<file path="src/rtl/rr_arbiter_8.sv">
// Round-robin arbiter sharing one resource among 8 requesters; registered one-hot grant.
// Grant appears one edge after the request. A release always leaves a one-cycle idle bubble.
module rr_arbiter_8 #(
  parameter int MAX_HOLD = 16
) (
  input  logic       clk,
  input  logic       rst_n,
  input  logic [7:0] req,
  input  logic       rel,
  output logic [7:0] gnt,
  output logic [2:0] gnt_id,
  output logic       busy,
  output logic       timeout
);

  localparam int CW = (MAX_HOLD < 1) ? 1 : $clog2(MAX_HOLD + 1);
  localparam logic [CW-1:0] HOLD_LAST = CW'((MAX_HOLD == 0) ? 0 : MAX_HOLD - 1);

  typedef enum logic {S_IDLE, S_GRANT} state_t;

  state_t        r_state;
  state_t        w_state_nxt;
  logic [7:0]    r_gnt;
  logic [2:0]    r_id;
  logic [2:0]    r_ptr;
  logic [CW-1:0] r_cnt;
  logic          r_to;

  logic [7:0]    w_gnt_nxt;
  logic [2:0]    w_id_nxt;
  logic [2:0]    w_ptr_nxt;
  logic [CW-1:0] w_cnt_nxt;
  logic          w_to_nxt;

  logic [2:0]    w_scan;
  logic [2:0]    w_win;
  logic          w_any;
  logic          w_own_req;
  logic          w_t;
  logic          w_rel;

  // Descending scan so the lowest offset from r_ptr is written last and wins.
  always_comb begin
    w_win  = '0;
    w_scan = '0;
    for (int k = 7; k >= 0; k--) begin
      w_scan = r_ptr + 3'(k);
      if (req[w_scan]) w_win = w_scan;
    end
  end

  assign w_any     = |req;
  assign w_own_req = req[r_id];
  assign w_t       = (MAX_HOLD != 0) && (r_cnt == HOLD_LAST);
  assign w_rel     = rel | ~w_own_req | w_t;

  always_ff @(posedge clk or negedge rst_n) begin
    if (!rst_n) begin
      r_state <= S_IDLE;
      r_gnt   <= '0;
      r_id    <= '0;
      r_ptr   <= '0;
      r_cnt   <= '0;
      r_to    <= 1'b0;
    end else begin
      r_state <= w_state_nxt;
      r_gnt   <= w_gnt_nxt;
      r_id    <= w_id_nxt;
      r_ptr   <= w_ptr_nxt;
      r_cnt   <= w_cnt_nxt;
      r_to    <= w_to_nxt;
    end
  end

  always_comb begin
    w_state_nxt = r_state;
    case (r_state)
      S_IDLE:  if (w_any) w_state_nxt = S_GRANT;
      S_GRANT: if (w_rel) w_state_nxt = S_IDLE;
      default: w_state_nxt = S_IDLE;
    endcase
  end

  always_comb begin
    w_gnt_nxt = r_gnt;
    w_id_nxt  = r_id;
    w_ptr_nxt = r_ptr;
    w_cnt_nxt = r_cnt;
    w_to_nxt  = 1'b0;
    case (r_state)
      S_IDLE: begin
        w_gnt_nxt = '0;
        w_id_nxt  = '0;
        if (w_any) begin
          w_gnt_nxt = 8'b1 << w_win;
          w_id_nxt  = w_win;
          w_cnt_nxt = '0;
        end
      end
      S_GRANT: begin
        if (w_rel) begin
          w_gnt_nxt = '0;
          w_id_nxt  = '0;
          w_ptr_nxt = r_id + 3'd1;
          // An explicit release or a dropped request on the limit cycle is not a timeout.
          w_to_nxt  = w_t & ~rel & w_own_req;
        end else begin
          w_cnt_nxt = r_cnt + CW'(1);
        end
      end
      default: begin
        w_gnt_nxt = '0;
        w_id_nxt  = '0;
      end
    endcase
  end

  assign gnt     = r_gnt;
  assign gnt_id  = r_id;
  assign busy    = (r_state == S_GRANT);
  assign timeout = r_to;

  a_onehot: assert property (@(posedge clk) disable iff (!rst_n) $onehot0(gnt));
  a_busy:   assert property (@(posedge clk) disable iff (!rst_n) busy == (|gnt));

endmodule

</file>
<file path="config.mk">
export PLATFORM = sky130hd
export DESIGN_NAME = rr_arbiter_8
export DESIGN_NICKNAME = d
export VERILOG_FILES = /design/src/rtl/rr_arbiter_8.sv
export SDC_FILE = /design/constraint.sdc
export NUM_CORES = 1
export LEC_CHECK = 0
export CAP_MARGIN = 20
export CORE_UTILIZATION = 25
export DETAILED_ROUTE_END_ITERATION = 6
export PLACE_DENSITY_LB_ADDON = 0.05
export SETUP_SLACK_MARGIN = 0.15
export SLEW_MARGIN = 10
export SYNTH_ARGS = -nofsm -noshare
export SYNTH_HDL_FRONTEND = slang
export SYNTH_SLANG_ARGS = --single-unit
</file>
<file path="constraint.sdc">
create_clock -name clk -period 5.3 [get_ports clk]
set_input_delay 0.795 -clock clk [delete_from_list [all_inputs] [get_ports clk]]
set_output_delay 0.795 -clock clk [all_outputs]
set_load 0.1 [all_outputs]
</file>
# Word level (Yosys, flattened, before mapping)
# Cells that the tools add are included.
[word_totals]
ff_bits = 21
latchBits = 0
ramBits = 0
mem_bits_ro = 0
wordCells = 79
n_memories = 0
[classes]
addsub = 9
n_mul = 0
div = 0
n_lt_le_gt_ge = 9
n_eq_ne = 4
shift = 1
mux = 40
bitwise_logic = 7
reduce_logical = 3
[ops]
columns = ["op", "count"]
rows = [
  ["< comparator 3 x 4 -> 1 bit, second input constant", 9],
  ["two-way mux 3 bit", 10],
  ["binary-select mux 1 bit (select 3 bit)", 9],
  ["two-way mux 8 bit", 2],
  ["case mux 8 bit (2 select lines)", 1],
  ["two-way mux 1 bit", 13],
  ["adder 3 bit, second input constant", 4],
  ["two-way mux 5 bit", 2],
  ["case mux 5 bit (2 select lines)", 1],
  ["OR reduction 8 bit", 1],
  ["<< shifter 1 x 3 -> 8 bit, first input constant", 1],
  ["adder 3 x 1 -> 3 bit, second input constant", 2],
  ["adder 3 x 2 -> 3 bit, second input constant", 2],
  ["case mux 3 bit (2 select lines)", 1],
  ["adder 5 x 1 -> 5 bit, second input constant", 1],
  ["== test 5 x 4 -> 1 bit, second input constant", 1],
  ["!= test 2 bit, second input constant", 2],
  ["AND reduction 2 bit", 2],
  ["NOT 1 bit", 3],
  ["AND 1 bit", 2],
  ["!= test 2 x 1 -> 1 bit, second input constant", 1],
  ["OR 1 bit", 2],
  ["case mux 1 bit (2 select lines)", 1],
]

# Longest topological paths before layout
# Gate-level depths: netlist of run 1.
[logic_depth]
depth_word = 14
mapped_depth = 12
depth_no_buf = 9

# Least setup slack after synthesis of run 1
# No wires, ideal clock.
[synth_timing]
kind = "register -> register"
from = "register r_ptr[1]"
to = "register r_gnt[2] (netlist: gnt[2])"
setup_time_ps = 123
arrival_ps = 2818
required_ps = 5177
setup_slack_ps = 2359
path_stages_with_launch = 12
n_path_buf = 2
period_less_slack_ps = 2941
path_cell_list = "dfrtp_1 buf_2 inv_1 ha_1 buf_2 inv_1 mux4_2 a311o_1 a21o_1 a31oi_2 nor2_2 a32o_1"
[synth_via]
elab_chain_len = 14
word_cells_on_any_way = 34
[synth_rtl]
columns = ["element", "line", "text"]
rows = [
  ["start, declared", "25", "logic [2:0] r_ptr;"],
  ["start signal, assigned", "69", "r_ptr <= w_ptr_nxt;"],
  ["adder 3 bit", "47", "w_scan = r_ptr + 3'(k);"],
  ["binary-select mux 1 bit (select 3 bit)", "48", "if (req[w_scan]) w_win = w_scan;"],
  ["two-way mux 1 bit (implied by the code)", "48", ""],
  ["two-way mux 3 bit (7 in a row)", "48", ""],
  ["two-way mux 3 bit *", "48", ""],
  ["<< shifter 1 x 3 -> 8 bit *", "95", "w_gnt_nxt = 8'b1 << w_win;"],
  ["two-way mux 8 bit *", "94", "if (w_any) begin"],
  ["case mux 8 bit (2 select lines) *", "90", "case (r_state)"],
  ["end signal, assigned", "67", "r_gnt <= w_gnt_nxt;"],
  ["end, declared", "23", "logic [7:0] r_gnt;"],
]
# Mark *: on every way between the ends. The rest lies on a longest branch, timed or not. The select of a mux whose other input is x is not followed.
# A chain may end at the register's enable or synchronous reset.

# Final worst setup path of run 1
[layout_timing]
from = "register r_ptr[1]"
to = "register r_gnt[7] (netlist: gnt[7])"
# The elaborated chain is that of the path after synthesis.

==> run metrics, run 1 <==
status complete, no violations; Cells after DPL 295; asr flop ratio synth 100%; RSZ-0062 raised after global routing no; TNS Setup 0 ns; Pre-Repair DR Iteration Count 4; Crit path required time 5.45 ns; Final Skew 0.00820 ns; antenna-violating nets left 0; Mapped Nets 194; largest net degree at the start of global routing 22; clk_lat worst skew 0.26 ns; Crit-path slowest cell dfrtp_1; Worst Path Buf+Inv 2; final setup violation count 0; fin util 30.8%; reg2reg end gnt[7]; fin nets 217; HP Start gnt[1]; maximum fanout along the worst path 14; number of vias in the routed layout 1,556; worst-margin pin slew 0.971 ns; Num CTS Buffers 3; H-tree depth 1; n_diodes 0; FP Rows 31; Hold EP gnt[1]; number of flops mapped to enable cells by yosys 0; fmax 288 MHz; Die H 88.2 µm; reg2reg start r_ptr[1]; wire per inst 16.1 µm; smallest hold slack 0.481 ns; Post-Syn Area 0.00186 mm²; max cap viols 0; reg2reg path depth 9; CP peak stage delay 0.71 ns; final wirelength 4.82 mm; Main synth FF type dfrtp_1; mean area per synthesized cell 10.4 µm²; final worst path period need 3.48 ns; clk sinks 21; Clock Tree Buf Depth 2; Resize count post-CTS 0; initial antenna violation count 0; hold path cells 2; Crit path max-delay family compound AO/OA/AOI/OAI gates; path type of the worst min-delay path reg -> reg; port bufs 23; Slew headroom 35.0%; Fillers 774; initial DRC count 90; Unique masters post-synth 45; starting density of the core 25.8%; sequential share of the synthesized area 28.3%; CORE AREA 0.00721 mm²; total die area 0.00778 mm²; cts hold-fix bufs 0; Post-Syn Instances 178; period utilisation layout 65.6%; Final Non-Filler Cells 299; Worst EP arrival 3.62 ns; via density per instance 5.20; CTS root buf clkbuf_8; synthesis-stage register bit count 21; post-synth top area cell dfrtp_1; DP Wirelength 3.76 mm; I/O pin count 24; share of layout cells above drive strength 1 13.5%; DRC Markers 0; number of synthesis warnings 0; critical path class reg -> reg; Worst R2R Setup Slack 1.82 ns; remaining global-route overflow 0; first-pass GRT wire length 8.03 mm; Startpoint Class flip-flop; Post-synth top cells nand2_1, dfrtp_1, mux2i_1; GPL Wtd Cong 0.853; final hold vios 0; gr usage total 13.4%; top cells by area, synth dfrtp_1, mux4_2, mux2i_1; Area Overhead vs Synth 19.5%; top-count cell post-synth nand2_1; crit path cell chain inv_1 > ha_1 > inv_1 > mux4_2 > a311o_1 > a21o_1 > a31oi_2 > nor2_2 > a32o_1; DIE WIDTH 88.2 µm; vias in the first global route 1,582; CTS tree built; # Post-CTS Setup Buffers 0; CP Capture Type flip-flop; CP most frequent cell inv_1; max-slew violations 0; clock input transition at the sequential cells of the worst setup and hold paths 0.08 ns; Synth top area share 28.3%
cell type report:
cell class	instances	area [µm²]	share of cell area (%)
well taps	99	124	5.58
flip-flops and latches	21	526	23.7
inverters	10	37.5	1.69
clock buffers	3	41.3	1.86
clock inverters	1	5.00	0.225
multi-input cells	140	1240	55.9
repair buffers	25	245	11.0
cells in the final DEF (no fill, tap or decap), types with 2 or more instances in the layout:
cell	instances
a21o_1	3
mux2i_1	17
a31oi_1	3
nor2_1	5
a211oi_1	3
a221oi_1	2
nand4_1	2
clkdlybuf4s50_1	23
o221ai_1	2
nor4_1	2
buf_4	2
nand2_1	28
o31ai_1	3
inv_1	10
ha_1	5
or3_1	2
xnor2_1	4
a32oi_1	2
a32o_1	4
clkbuf_8	3
a21oi_1	3
mux4_1	5
dfrtp_1	21
o21ai_0	10
mux4_2	8
mux2_2	6
xor2_1	4
and2_1	2
routing by layer:
metal	wire length, µm	track usage (%)	vias to the layer above
met5	0	0	-
met4	144	5.72	0
met3	82	0.933	13
met2	2450	23.8	28
met1	2140	16.9	776
li1	-	-	739
registers in the layout, indices dropped and copies added (netlist names):
name and count:
r_cnt 5, gnt 8, gnt_id 3, timeout 1
r_ptr 3, busy 1
worst max path at each step:
stage / cells after the start / slack, ns / startpoint / to
after global routing: 9 / 1.54 / r_ptr[1] / gnt[1]
after floorplan: 11 / 2.36 / r_ptr[1] / gnt[2]
after CTS: 9 / 1.80 / r_ptr[1] / gnt[2]
final: 9 / 1.82 / r_ptr[1] / gnt[7]
after detailed placement: 9 / 1.79 / r_ptr[1] / gnt[2]
after global placement: 9 / 1.70 / r_ptr[1] / gnt[6]
worst register-to-register path, delay by kind of cell (launching register included):
family | cells | cell delay (ns)
AOI/OAI and AO/OA | 4 | 1.05
DFF | 1 | 0.71
muxes | 1 | 0.56
adders and majority gates | 1 | 0.49
buffers and inverters | 2 | 0.47
and+or+nand+nor | 1 | 0.11
per-stage QoR:
step,area [µm²],worst slack (ns)
final,2220,1.82
after global routing,2220,1.54
after CTS,2220,1.80
after detailed placement,2170,1.79
after global placement,2170,1.70
after floorplan,1860,2.36
logic make-up after synthesis:
group	after synthesis	share of synthesized area [%]
AO/OA/AOI/OAI	42	17.0
buffers and inverters	17	4.92
XOR/XNOR	8	3.77
flip-flops	21	28.3
multiplexers	37	30.4
adder cells (fa/ha/maj)	5	3.37
AND/OR/NAND/NOR	48	12.3
Power of run 1 is not shown: default switching activity piles up to over one toggle a cycle in this logic, so the estimate is an artifact.
==> run 2: changes to the inputs <==
==> constraint.sdc (replaced) <==
create_clock -name clk -period 3.5 [get_ports clk]
set_input_delay 0.525 -clock clk [delete_from_list [all_inputs] [get_ports clk]]
set_output_delay 0.525 -clock clk [all_outputs]
set_load 0.1 [all_outputs]
==> run metrics, run 2 (synthesis results as in run 1) <==
TNS Setup 0 ns (unchanged); initial antenna violation count 0 (unchanged); Worst EP arrival 3.17 ns (-0.45 ns); CORE AREA 0.00721 mm² (unchanged); largest net degree at the start of global routing 22 (unchanged); clk sinks 21 (unchanged); n_diodes 0 (unchanged); Num CTS Buffers 3 (unchanged); Pre-Repair DR Iteration Count 4 (unchanged); Hold EP gnt[0]; critical path class reg -> reg; reg2reg path depth 9 (unchanged); hold path cells 2 (unchanged); Fillers 766 (-1.0%); DP Wirelength 3.85 mm (+2.3%); GPL Wtd Cong 0.849 (-0.42%); fin nets 219 (+0.92%); FP Rows 31 (unchanged); via density per instance 5.32 (+2.1%); DR WL met3 101 µm (+23%); path type of the worst min-delay path reg -> reg; Clock Tree Buf Depth 2 (unchanged); Worst R2R Setup Slack 0.49 ns (-1.34 ns); initial DRC count 94 (+4.4%); Sequential Area 526 µm² (unchanged); CTS root buf clkbuf_8; H-tree depth 1 (unchanged); Crit path required time 3.66 ns (-1.79 ns); most common cell after layout, fill and taps aside nand2_1; DIE WIDTH 88.2 µm (unchanged); CP Capture Type flip-flop; max reg flops 8 (unchanged); final worst path period need 3.01 ns (-0.462 ns); final wirelength 5.17 mm (+7.3%); Cells after DPL 297 (+0.68%); max-slew violations 0 (unchanged); DRC Markers 0 (unchanged); starting density of the core 25.8% (unchanged); fmax 332 MHz (+15%); remaining global-route overflow 0 (unchanged); final setup violation count 0 (unchanged); # Post-CTS Setup Buffers 0 (unchanged); Slew headroom 35.0% (-0.067 points); port bufs 23 (unchanged); reg2reg end gnt[3]; status complete, no violations; multi-input logic area 0.00125 mm² (+0.61%); total die area 0.00778 mm² (unchanged); Startpoint Class flip-flop; Area Overhead vs Synth 20.7%; most frequent cells in the layout nand2_1, clkdlybuf4s50_1, dfrtp_1, mux2i_1; max cap viols 0 (unchanged); HP Start gnt[0]; period utilisation layout 86.1% (+21 points); vias in the first global route 1,723 (+8.9%); worst-margin pin slew 0.972 ns (+0.00101 ns); gr usage total 14.3% (+0.86 points); reg2reg start r_ptr[1]; RSZ-0062 raised after global routing no; CTS tree built; clock input transition at the sequential cells of the worst setup and hold paths 0.08 ns (about the same); share of layout cells above drive strength 1 14.9% (+1.4 points); metal2 WL 2.68 mm (+9.4%); wire per inst 17.2 µm (+6.6%); I/O pin count 24 (unchanged); Die H 88.2 µm (unchanged); antenna-violating nets left 0 (unchanged); Final Skew 0.00869 ns (+0.000490 ns); number of vias in the routed layout 1,600 (+2.8%); Final Non-Filler Cells 301 (+0.67%); clk_lat worst skew 0.26 ns (about the same); final hold vios 0 (unchanged); first-pass GRT wire length 8.63 mm (+7.5%); WL met1 2.27 mm (+6.3%); top sig layer met4; maximum fanout along the worst path 10 (-4)
run 2: changes by cell type in the layout (fill, tap and decap cells not counted):
cell / before / now
buf_4: 2 / 4
xor2_1: 4 / 3
xor2_2: 0 / 1
run 2: area by class of cell:
type	instances	share of cell area [%]
clock buffers	3	1.84
clock inverters	1	0.223
inverters	10	1.67
multi-input cells	140	55.7
flip-flops and latches	21	23.4
well taps	99	5.52
repair buffers	27	11.6
run 2: worst max-delay path by stage:
| stage | from | endpoint | slack, ns | cells after the start |
|---|---|---|---|---|
| after floorplan | r_ptr[1] | gnt[2] | 0.56 | 11 |
| after global placement | req[4] | gnt[6] | 0.26 | 8 |
| after detailed placement | req[7] | gnt[2] | 0.26 | 7 |
| after CTS | r_ptr[0] | gnt[3] | 0.37 | 9 |
| after global routing | r_ptr[1] | gnt[1] | 0.25 | 9 |
| final | r_ptr[1] | gnt[3] | 0.49 | 9 |
run 2: critical path, cell delays in order (launching register included):
cell	delay (ns)
dfrtp_1	0.39
inv_1	0.14
ha_1	0.42
inv_1	0.27
mux4_2	0.56
a311o_1	0.34
a21o_1	0.17
a31oi_2	0.23
nor2_2	0.11
a32o_1	0.27
run 2: routing by layer:
layer,GRT usage [%],vias up
li1,-,739
met1,17.4,819
met2,26.2,34
met3,1.03,8
met4,5.72,0
met5,0,-
run 2: timing repair:
action                                  in CTS  in global routing
endpoints found under the setup margin       0                  1
hold buffers                                 0                  0
gates resized for setup                      0                  1
run 2: stage by stage:
stage | utilization [%] | hold WS [ns] | setup WS [ns] | area [µm²]
2_1_floorplan | - | 0.229 | 0.559 | 1860
3_3_place_gp | 30.3 | 0.474 | 0.264 | 2190
3_5_place_dp | 30.3 | 0.481 | 0.259 | 2190
4_1_cts | 31.0 | 0.502 | 0.366 | 2230
5_1_grt | 31.1 | 0.538 | 0.252 | 2240
6_report | 31.1 | 0.494 | 0.487 | 2240
Power of run 2 is left out for the same reason.
